==> src/rtl/p4_router_pkg.sv <==
// Shared definitions for the P4 router ingress/egress merge stages.
// Arbiter state encoding and port-index width helper.
package p4_router_pkg;

    localparam int MAX_ING_PORTS = 16;

    function automatic int port_id_width(input int n);
        return (n > 1) ? $clog2(n) : 1;
    endfunction

    typedef enum logic {
        ARB_IDLE,
        ARB_LOCKED
    } arb_state_t;

endpackage

==> src/rtl/p4_router_rr_picker.sv <==
// Combinational rotating-priority encoder: first requester searching upward
// from last_grant+1 (mod N). Shared by the ingress arbiter and egress scheduler.
module p4_router_rr_picker
    import p4_router_pkg::*;
#(
    parameter int N     = 4,
    parameter int IDX_W = port_id_width(N)
) (
    input  logic [N-1:0]     req,
    input  logic [IDX_W-1:0] last_grant,
    output logic [N-1:0]     grant,
    output logic [IDX_W-1:0] grant_idx,
    output logic             grant_valid
);

    logic [IDX_W-1:0] probe;

    always_comb begin
        // NOTE: every signal written in always_comb gets a default first, so no path can infer a latch.
        grant       = '0;
        grant_idx   = '0;
        grant_valid = 1'b0;
        probe       = '0;
        for (int k = 1; k <= N; k++) begin
            probe = IDX_W'((int'(last_grant) + k) % N);
            if (!grant_valid && req[probe]) begin
                grant[probe] = 1'b1;
                grant_idx    = probe;
                grant_valid  = 1'b1;
            end
        end
    end

endmodule

==> src/rtl/p4_router_ingress_arb.sv <==
// Packet-atomic round-robin merge of NUM_PORTS AXI-Stream ingress ports, tagging
// each beat with its source port. Optional statistics: P4_ROUTER_INGRESS_ARB_STATS_EN.
module p4_router_ingress_arb
    import p4_router_pkg::*;
#(
    parameter  int NUM_PORTS  = 4,
    parameter  int DATA_BYTES = 8,
    parameter  int TUSER_W    = 1,
    localparam int PORT_ID_W  = port_id_width(NUM_PORTS)
) (
    input  logic                              clk,
    input  logic                              sreset,
    input  logic [NUM_PORTS-1:0]              port_en,
    input  logic [NUM_PORTS-1:0]              s_tvalid,
    output logic [NUM_PORTS-1:0]              s_tready,
    input  logic [NUM_PORTS*DATA_BYTES*8-1:0] s_tdata,
    input  logic [NUM_PORTS*DATA_BYTES-1:0]   s_tkeep,
    input  logic [NUM_PORTS-1:0]              s_tlast,
    input  logic [NUM_PORTS*TUSER_W-1:0]      s_tuser,
    output logic                              m_tvalid,
    input  logic                              m_tready,
    output logic [DATA_BYTES*8-1:0]           m_tdata,
    output logic [DATA_BYTES-1:0]             m_tkeep,
    output logic                              m_tlast,
    output logic [TUSER_W-1:0]                m_tuser,
    output logic [PORT_ID_W-1:0]              m_tid,
    input  logic                              stats_clear,
    output logic [NUM_PORTS*32-1:0]           pkt_cnt,
    output logic [NUM_PORTS*32-1:0]           drop_cnt
);

    localparam int DW = DATA_BYTES * 8;

    arb_state_t           state;
    logic [PORT_ID_W-1:0] cur_port;
    logic [PORT_ID_W-1:0] last_grant;
    logic                 drop_q;

    logic [NUM_PORTS-1:0] req;
    logic [NUM_PORTS-1:0] pick_grant;
    logic [PORT_ID_W-1:0] pick_idx;
    logic                 pick_valid;

    logic [NUM_PORTS-1:0] grant;
    logic [PORT_ID_W-1:0] gnt_idx;
    logic                 gnt_valid;
    logic                 load;
    logic                 accept;
    logic                 start_drop;
    logic                 dropping;
    logic                 fwd;

    logic                 sel_valid;
    logic                 sel_last;
    logic                 sel_en;
    logic [DW-1:0]        sel_data;
    logic [DATA_BYTES-1:0] sel_keep;
    logic [TUSER_W-1:0]   sel_user;

`ifdef P4_ROUTER_INGRESS_ARB_STATS_EN
    logic [NUM_PORTS-1:0] discard_mark;

    always_comb begin
        discard_mark = '0;
        for (int p = 0; p < NUM_PORTS; p++) begin
            discard_mark[p] = s_tuser[p*TUSER_W];
        end
    end

    // A disabled port may still win arbitration when it carries the discard marker, so it gets drained.
    assign req        = s_tvalid & (port_en | discard_mark);
    assign start_drop = !sel_en;
`else
    assign req        = s_tvalid & port_en;
    assign start_drop = 1'b0;
`endif

    p4_router_rr_picker #(
        .N     (NUM_PORTS),
        .IDX_W (PORT_ID_W)
    ) u_picker (
        .req         (req),
        .last_grant  (last_grant),
        .grant       (pick_grant),
        .grant_idx   (pick_idx),
        .grant_valid (pick_valid)
    );

    assign load      = !m_tvalid || m_tready;
    assign gnt_valid = (state == ARB_LOCKED) || pick_valid;
    assign gnt_idx   = (state == ARB_LOCKED) ? cur_port : pick_idx;

    always_comb begin
        grant     = pick_grant;
        sel_valid = 1'b0;
        sel_last  = 1'b0;
        sel_en    = 1'b0;
        sel_data  = '0;
        sel_keep  = '0;
        sel_user  = '0;
        if (state == ARB_LOCKED) begin
            grant           = '0;
            grant[cur_port] = 1'b1;
        end
        for (int p = 0; p < NUM_PORTS; p++) begin
            if (PORT_ID_W'(p) == gnt_idx) begin
                sel_valid = s_tvalid[p];
                sel_last  = s_tlast[p];
                sel_en    = port_en[p];
                sel_data  = s_tdata[p*DW +: DW];
                sel_keep  = s_tkeep[p*DATA_BYTES +: DATA_BYTES];
                sel_user  = s_tuser[p*TUSER_W +: TUSER_W];
            end
        end
    end

    assign s_tready = load ? grant : '0;
    assign accept   = load && gnt_valid && sel_valid;
    // A packet is dropped for its whole length once its first beat was taken in drop mode.
    assign dropping = (state == ARB_LOCKED) ? drop_q : start_drop;
    assign fwd      = accept && !dropping;

    always_ff @(posedge clk) begin
        // NOTE: sequential state uses non-blocking assignments so every register sees pre-edge values.
        if (sreset) begin
            state      <= ARB_IDLE;
            cur_port   <= '0;
            last_grant <= PORT_ID_W'(NUM_PORTS - 1);
            drop_q     <= 1'b0;
            m_tvalid   <= 1'b0;
            m_tdata    <= '0;
            m_tkeep    <= '0;
            m_tlast    <= 1'b0;
            m_tuser    <= '0;
            m_tid      <= '0;
        end else begin
            if (load) begin
                m_tvalid <= fwd;
                if (fwd) begin
                    m_tdata <= sel_data;
                    m_tkeep <= sel_keep;
                    m_tlast <= sel_last;
                    m_tuser <= sel_user;
                    m_tid   <= gnt_idx;
                end
            end
            if (accept) begin
                if (sel_last) begin
                    state      <= ARB_IDLE;
                    last_grant <= gnt_idx;
                    drop_q     <= 1'b0;
                end else if (state == ARB_IDLE) begin
                    state    <= ARB_LOCKED;
                    cur_port <= gnt_idx;
                    drop_q   <= start_drop;
                end
            end
        end
    end

`ifdef P4_ROUTER_INGRESS_ARB_STATS_EN
    logic [NUM_PORTS-1:0] pkt_inc;
    logic [NUM_PORTS-1:0] drop_inc;

    // pkt_cnt counts forwarded packets only; discarded packets are tallied in drop_cnt.
    assign pkt_inc  = (accept && sel_last && !dropping) ? grant : '0;
    assign drop_inc = (accept && (state == ARB_IDLE) && start_drop) ? grant : '0;

    for (genvar p = 0; p < NUM_PORTS; p++) begin : g_stats
        logic [31:0] pkt_r;
        logic [31:0] drop_r;

        always_ff @(posedge clk) begin
            // NOTE: counters are plain registers with an explicit reset; stats_clear wins over a same-cycle increment.
            if (sreset || stats_clear) begin
                pkt_r  <= '0;
                drop_r <= '0;
            end else begin
                if (pkt_inc[p] && (pkt_r != '1)) begin
                    pkt_r <= pkt_r + 32'd1;
                end
                if (drop_inc[p] && (drop_r != '1)) begin
                    drop_r <= drop_r + 32'd1;
                end
            end
        end

        assign pkt_cnt[p*32 +: 32]  = pkt_r;
        assign drop_cnt[p*32 +: 32] = drop_r;
    end
`else
    logic unused_stats_clear;

    assign unused_stats_clear = stats_clear;
    assign pkt_cnt            = '0;
    assign drop_cnt           = '0;
`endif

endmodule

==> config.mk <==
export PLATFORM = sky130hd
export DESIGN_NAME = p4_router_ingress_arb
export DESIGN_NICKNAME = d
export VERILOG_FILES = /design/src/rtl/p4_router_pkg.sv /design/src/rtl/p4_router_rr_picker.sv /design/src/rtl/p4_router_ingress_arb.sv
export SDC_FILE = /design/constraint.sdc
export NUM_CORES = 1
export LEC_CHECK = 0
export ABC_AREA = 1
export BUFFER_PORTS_ARGS = -buffer_cell sky130_fd_sc_hd__buf_2
export CORE_AREA = 5 5 251 253
export DETAILED_ROUTE_END_ITERATION = 16
export DIE_AREA = 0 0 256 258
export PLACE_DENSITY_LB_ADDON = 0.15
export SYNTH_ARGS = -nofsm -noshare
export SYNTH_HDL_FRONTEND = slang
export SYNTH_SLANG_ARGS = --single-unit
==> constraint.sdc <==
create_clock -name clk -period 4.05 [get_ports clk]
set_clock_uncertainty 0.15 [all_clocks]
set_input_delay 0.405 -clock clk [delete_from_list [all_inputs] [get_ports clk]]
set_output_delay 0.405 -clock clk [all_outputs]
set_load 0.05 [all_outputs]
==> results.md <==
- The tree built by TritonCTS fans out to 83 sinks.
- The worst path meets setup with 635 ps of slack.
- TritonCTS built the clock tree.
- No sink is reached through more buffers than the 2 on the longest clock path.
- Overall power consumption after layout is estimated at between 9 and 10 mW.
- The x dimension of the die is 256 µm.
- The worst setup path is launched from a flop.
- The area share of fa/ha/maj cells after synthesis is around 1.3%.
- The count of pins over their slew limit is 0.
- Setup violations remaining at the end of the flow were counted as 0.
- The classification of the worst-slack hold path is primary input to flop.
- The signal on the critical path passes through inv_1 -> ha_1 -> inv_1 -> nand3_1 -> nand2_1 -> nor2_4 -> nand3_2 -> nand2_1 -> nand3_2 -> nand2_4 -> buf_4 -> nand2_1 -> inv_2 -> buf_12 -> nand2_1 -> nand4_1 -> nor2_1 -> nor2_1.
- The DRC violations left is 0.
- The total of max-cap violations is 0.
- The hold violation count in the final report is 0.
- The iteration-0 DRC count of the detailed router is 428.
- The xor/xnor cell area share of the yosys netlist is 0%.
- The initial antenna violation count is 1.
- After detailed placement, the design holds a cell count of ~2400.
- The maximum number of pins on one net before global-route repair is 57.
- After legalization and detailed placement, the total HPWL measured roughly 28000 µm.
- After synthesis the netlist holds a flip-flop and latch count of 83.
- The clock root buffer is clkbuf_16.
- In this run the critical register-to-register path is launched from last_grant[1].
- Counting the fill cells in the layout gives between 7000 and 8000.
- Of all nets on the critical path, the largest fanout is between 40 and 50.
- Gates resized during post-CTS repair numbered 0.
- The Yosys step of the flow raised 0 warnings.
- The layout cell share with drive strength beyond 1 is between 20% and 30%.
- The cell area that synthesis handed to floorplanning was between 7000 and 8000 µm².
- In the final design database the tool counted ~2000 nets.
- The area overhead of the layout relative to synthesis is 27.9%.
- The pre-CTS worst setup slack is 577 ps.
- The overall fraction of global-route tracks in use is 9.98%.
- The dominant combinational cell family by area after synthesis is simple AND/OR/NAND/NOR gates.
- The transition time at the pin with the least slew margin is approximately 780 ps.
- The number of placement rows is approximately 90.
- Among all stages on the critical path, the largest delay is contributed by ha_1.
- The post-CTS setup-driven buffer insertion count is 0.
- The launch point of the worst path is last_grant[1].
- Setup repair after global routing left no endpoint under its margin.
- The beginning of the worst hold path is s_tuser[1].
- The top achievable clock speed is a little under 0.3 GHz.
- The post-layout instance count excluding filler cells is approximately 2500.
- For this run the aggregate overflow at the end of global routing stands at 0.
- The via count of the first global-routing pass was approximately 8200.
- The flow ran to the end, and the final reports show no timing, DRC or antenna violations.
- Buffers inserted during clock tree synthesis total 9.
- In this design, the stage delay of the slowest critical-path cell is 370 ps.
- Input and output buffers added on the ports amount to 387.
- The type of the worst setup path is flop to flop.
- For the final routed database, the setup TNS stands at 0 ps.
- about 650 I/O pins were placed.
- The H-tree depth reported by CTS is 3.
- In the final routed layout, each cell accounts on average for between 10 and 15 µm.
- The total area inside the core boundary comes to just over 60000 µm².
- The floorplan step defined a die boundary enclosing about 66000 µm².
- After clock tree synthesis, the clock-pin slew on the worst setup and hold paths is 80 ps.
- After synthesis, the mean cell area works out to a little under 6 µm².
- The detailed-router iteration count before antenna repair is 5.
- The synthesized netlist devotes about 3.6% of its cell area to compound gates.
- The endpoint kind of the worst setup timing path is a flop.
- The worst slew margin relative to its limit is between 40 and 50%.
- The worst supply voltage drop on vdd is 450 µV.
- The cell count after synthesis came out at between 1000 and 1500.
- Leaving out fill and tap cells, the most frequent cell in the layout is nand2_1.
- The time the worst path needs with I/O delays and setup is about 3400 ps.
- Sequential cells were found to cover a little over a fifth of the synthesized design area.
- In this run, post-CTS hold repair placed 0 buffers.
- The library cells used most frequently in the layout, excluding fill and tap cells, are nand2_1, buf_2, conb_1.
- The floorplan step set the die height to approximately 260 µm.
- Counting stages on the worst path, the most repeated cell is nand2_1.
- The simple-gate share of the synthesized area is between 30% and 40%.
- After detailed routing, the number of vias per cell comes to about 3.4.
- The share of synthesized area spent on multiplexers is 0%.
- The post-route clock period utilization is between 80% and 90%.
- The residual antenna-violating net count after detailed routing is 0.
- The worst path arrival time is ~3600 ps.
- The first global-routing pass estimated about 50000 µm of wire.
- The clock latency of the later-clocked register in the worst-skew pair is approximately 370 ps.
- The areal power density over the cells is about 950 nW/µm².
- Yosys mapped the design onto 26 distinct sky130hd cell types.
- The total routed wirelength is between 30000 and 40000 µm.
- The total leakage power is 5.51 nW.
- For the worst setup path, the data required time is between 4000 and 5000 ps.
- Across all hold checks on the routed design, the worst slack comes to between 200 and 250 ps.
- For this configuration, the core starts out at a cell density of 12.8%.
- The routed layout has between 8000 and 9000 vias.
- The placer congestion estimate is 0.809.
state kept, by name (all words and copies together) (netlist names):
register	cells
m_tdata	64
cur_port	2
last_grant	2
state	1
m_tvalid	1
m_tid	2
m_tlast	1
m_tuser	1
m_tkeep	8
drop_q	1
synth_stat cells:
library cell  count  area [µm²]
a21oi_1           9        45.0
a221oi_1          3        26.3
a311oi_1          1        8.76
buf_2            19        95.1
buf_4           261        1960
buf_6             9         101
buf_8             1        15.0
clkbuf_1         27         101
clkinv_1          1        3.75
conb_1            1        3.75
dfxtp_1          83        1660
ha_1              8         100
inv_1            92         345
inv_2             9        33.8
nand2_1         456        1710
nand2_2           4        25.0
nand2_4           2        22.5
nand3_1          53         265
nand3_2           5        50.1
nand4_1          61         382
nor2_1          153         574
nor2_2            1        6.26
nor2_4            2        22.5
o21ai_0          29         145
o21ai_1           9        45.0
o22ai_1           2        12.5
worst paths after layout:
path / to / slack, ps / depth (start not counted)
setup reg to reg: m_tdata[10] / 630 / 18
hold reg to reg: drop_q / 300 / 2
setup / recovery: m_tdata[10] / 630 / 18
hold / removal: m_tuser / 210 / 5
power by group:
group / switching, mW / total (mW) / internal, mW / leakage (nW)
Combinational: 5.29 / 7.20 / 1.91 / 4.68
Clock: 0.423 / 0.910 / 0.487 / 0.141
Sequential: 0.139 / 1.28 / 1.14 / 0.688
logic make-up (layout without fill, tap and decap cells):
group / count (synthesis) / count (layout)
AND/OR/NAND/NOR: 737 / 737
buffers and inverters: 419 / 526
flip-flops: 83 / 83
AO/OA/AOI/OAI: 53 / 53
adder cells (fa/ha/maj): 8 / 8
other: 1 / 257
per-layer routing:
metal	routed length (µm)	track usage, %	share of wire [%]	up-vias
met5	0	0	0	-
met4	863	3.75	2.5	0
met3	2820	3.37	8.1	35
met2	17500	17.7	50	373
met1	13700	11.1	39	3658
li1	-	-	-	4209
stage by stage:
step	area [µm²]	util, %
finish	9930	16.3
global route	9920	16.3
CTS	9920	16.3
detailed placement	9620	15.8
global placement	9620	15.8
floorplan	8720	-
area by class of cell:
type / count / area (µm²) / share of cell area, %
Timing Repair Buffer: 408 / 2170 / 21.9
Multi-Input combinational cell: 1054 / 4420 / 44.5
Sequential cell: 83 / 1660 / 16.7
Inverter: 102 / 383 / 3.86
Clock inverter: 6 / 73.8 / 0.744
Tap cell: 790 / 988 / 9.96
Clock buffer: 10 / 229 / 2.31
Antenna cell: 1 / 2.50 / 0.0252
worst max-delay path, delay by kind of cell (launching register included):
family                   cells  cell delay, ps
adder cells (fa/ha/maj)      1             370
flip-flops                   1             330
buffers and inverters        5             960
AND/OR/NAND/NOR             12            1470
No activity file was read; power rests on OpenSTA's default activity.
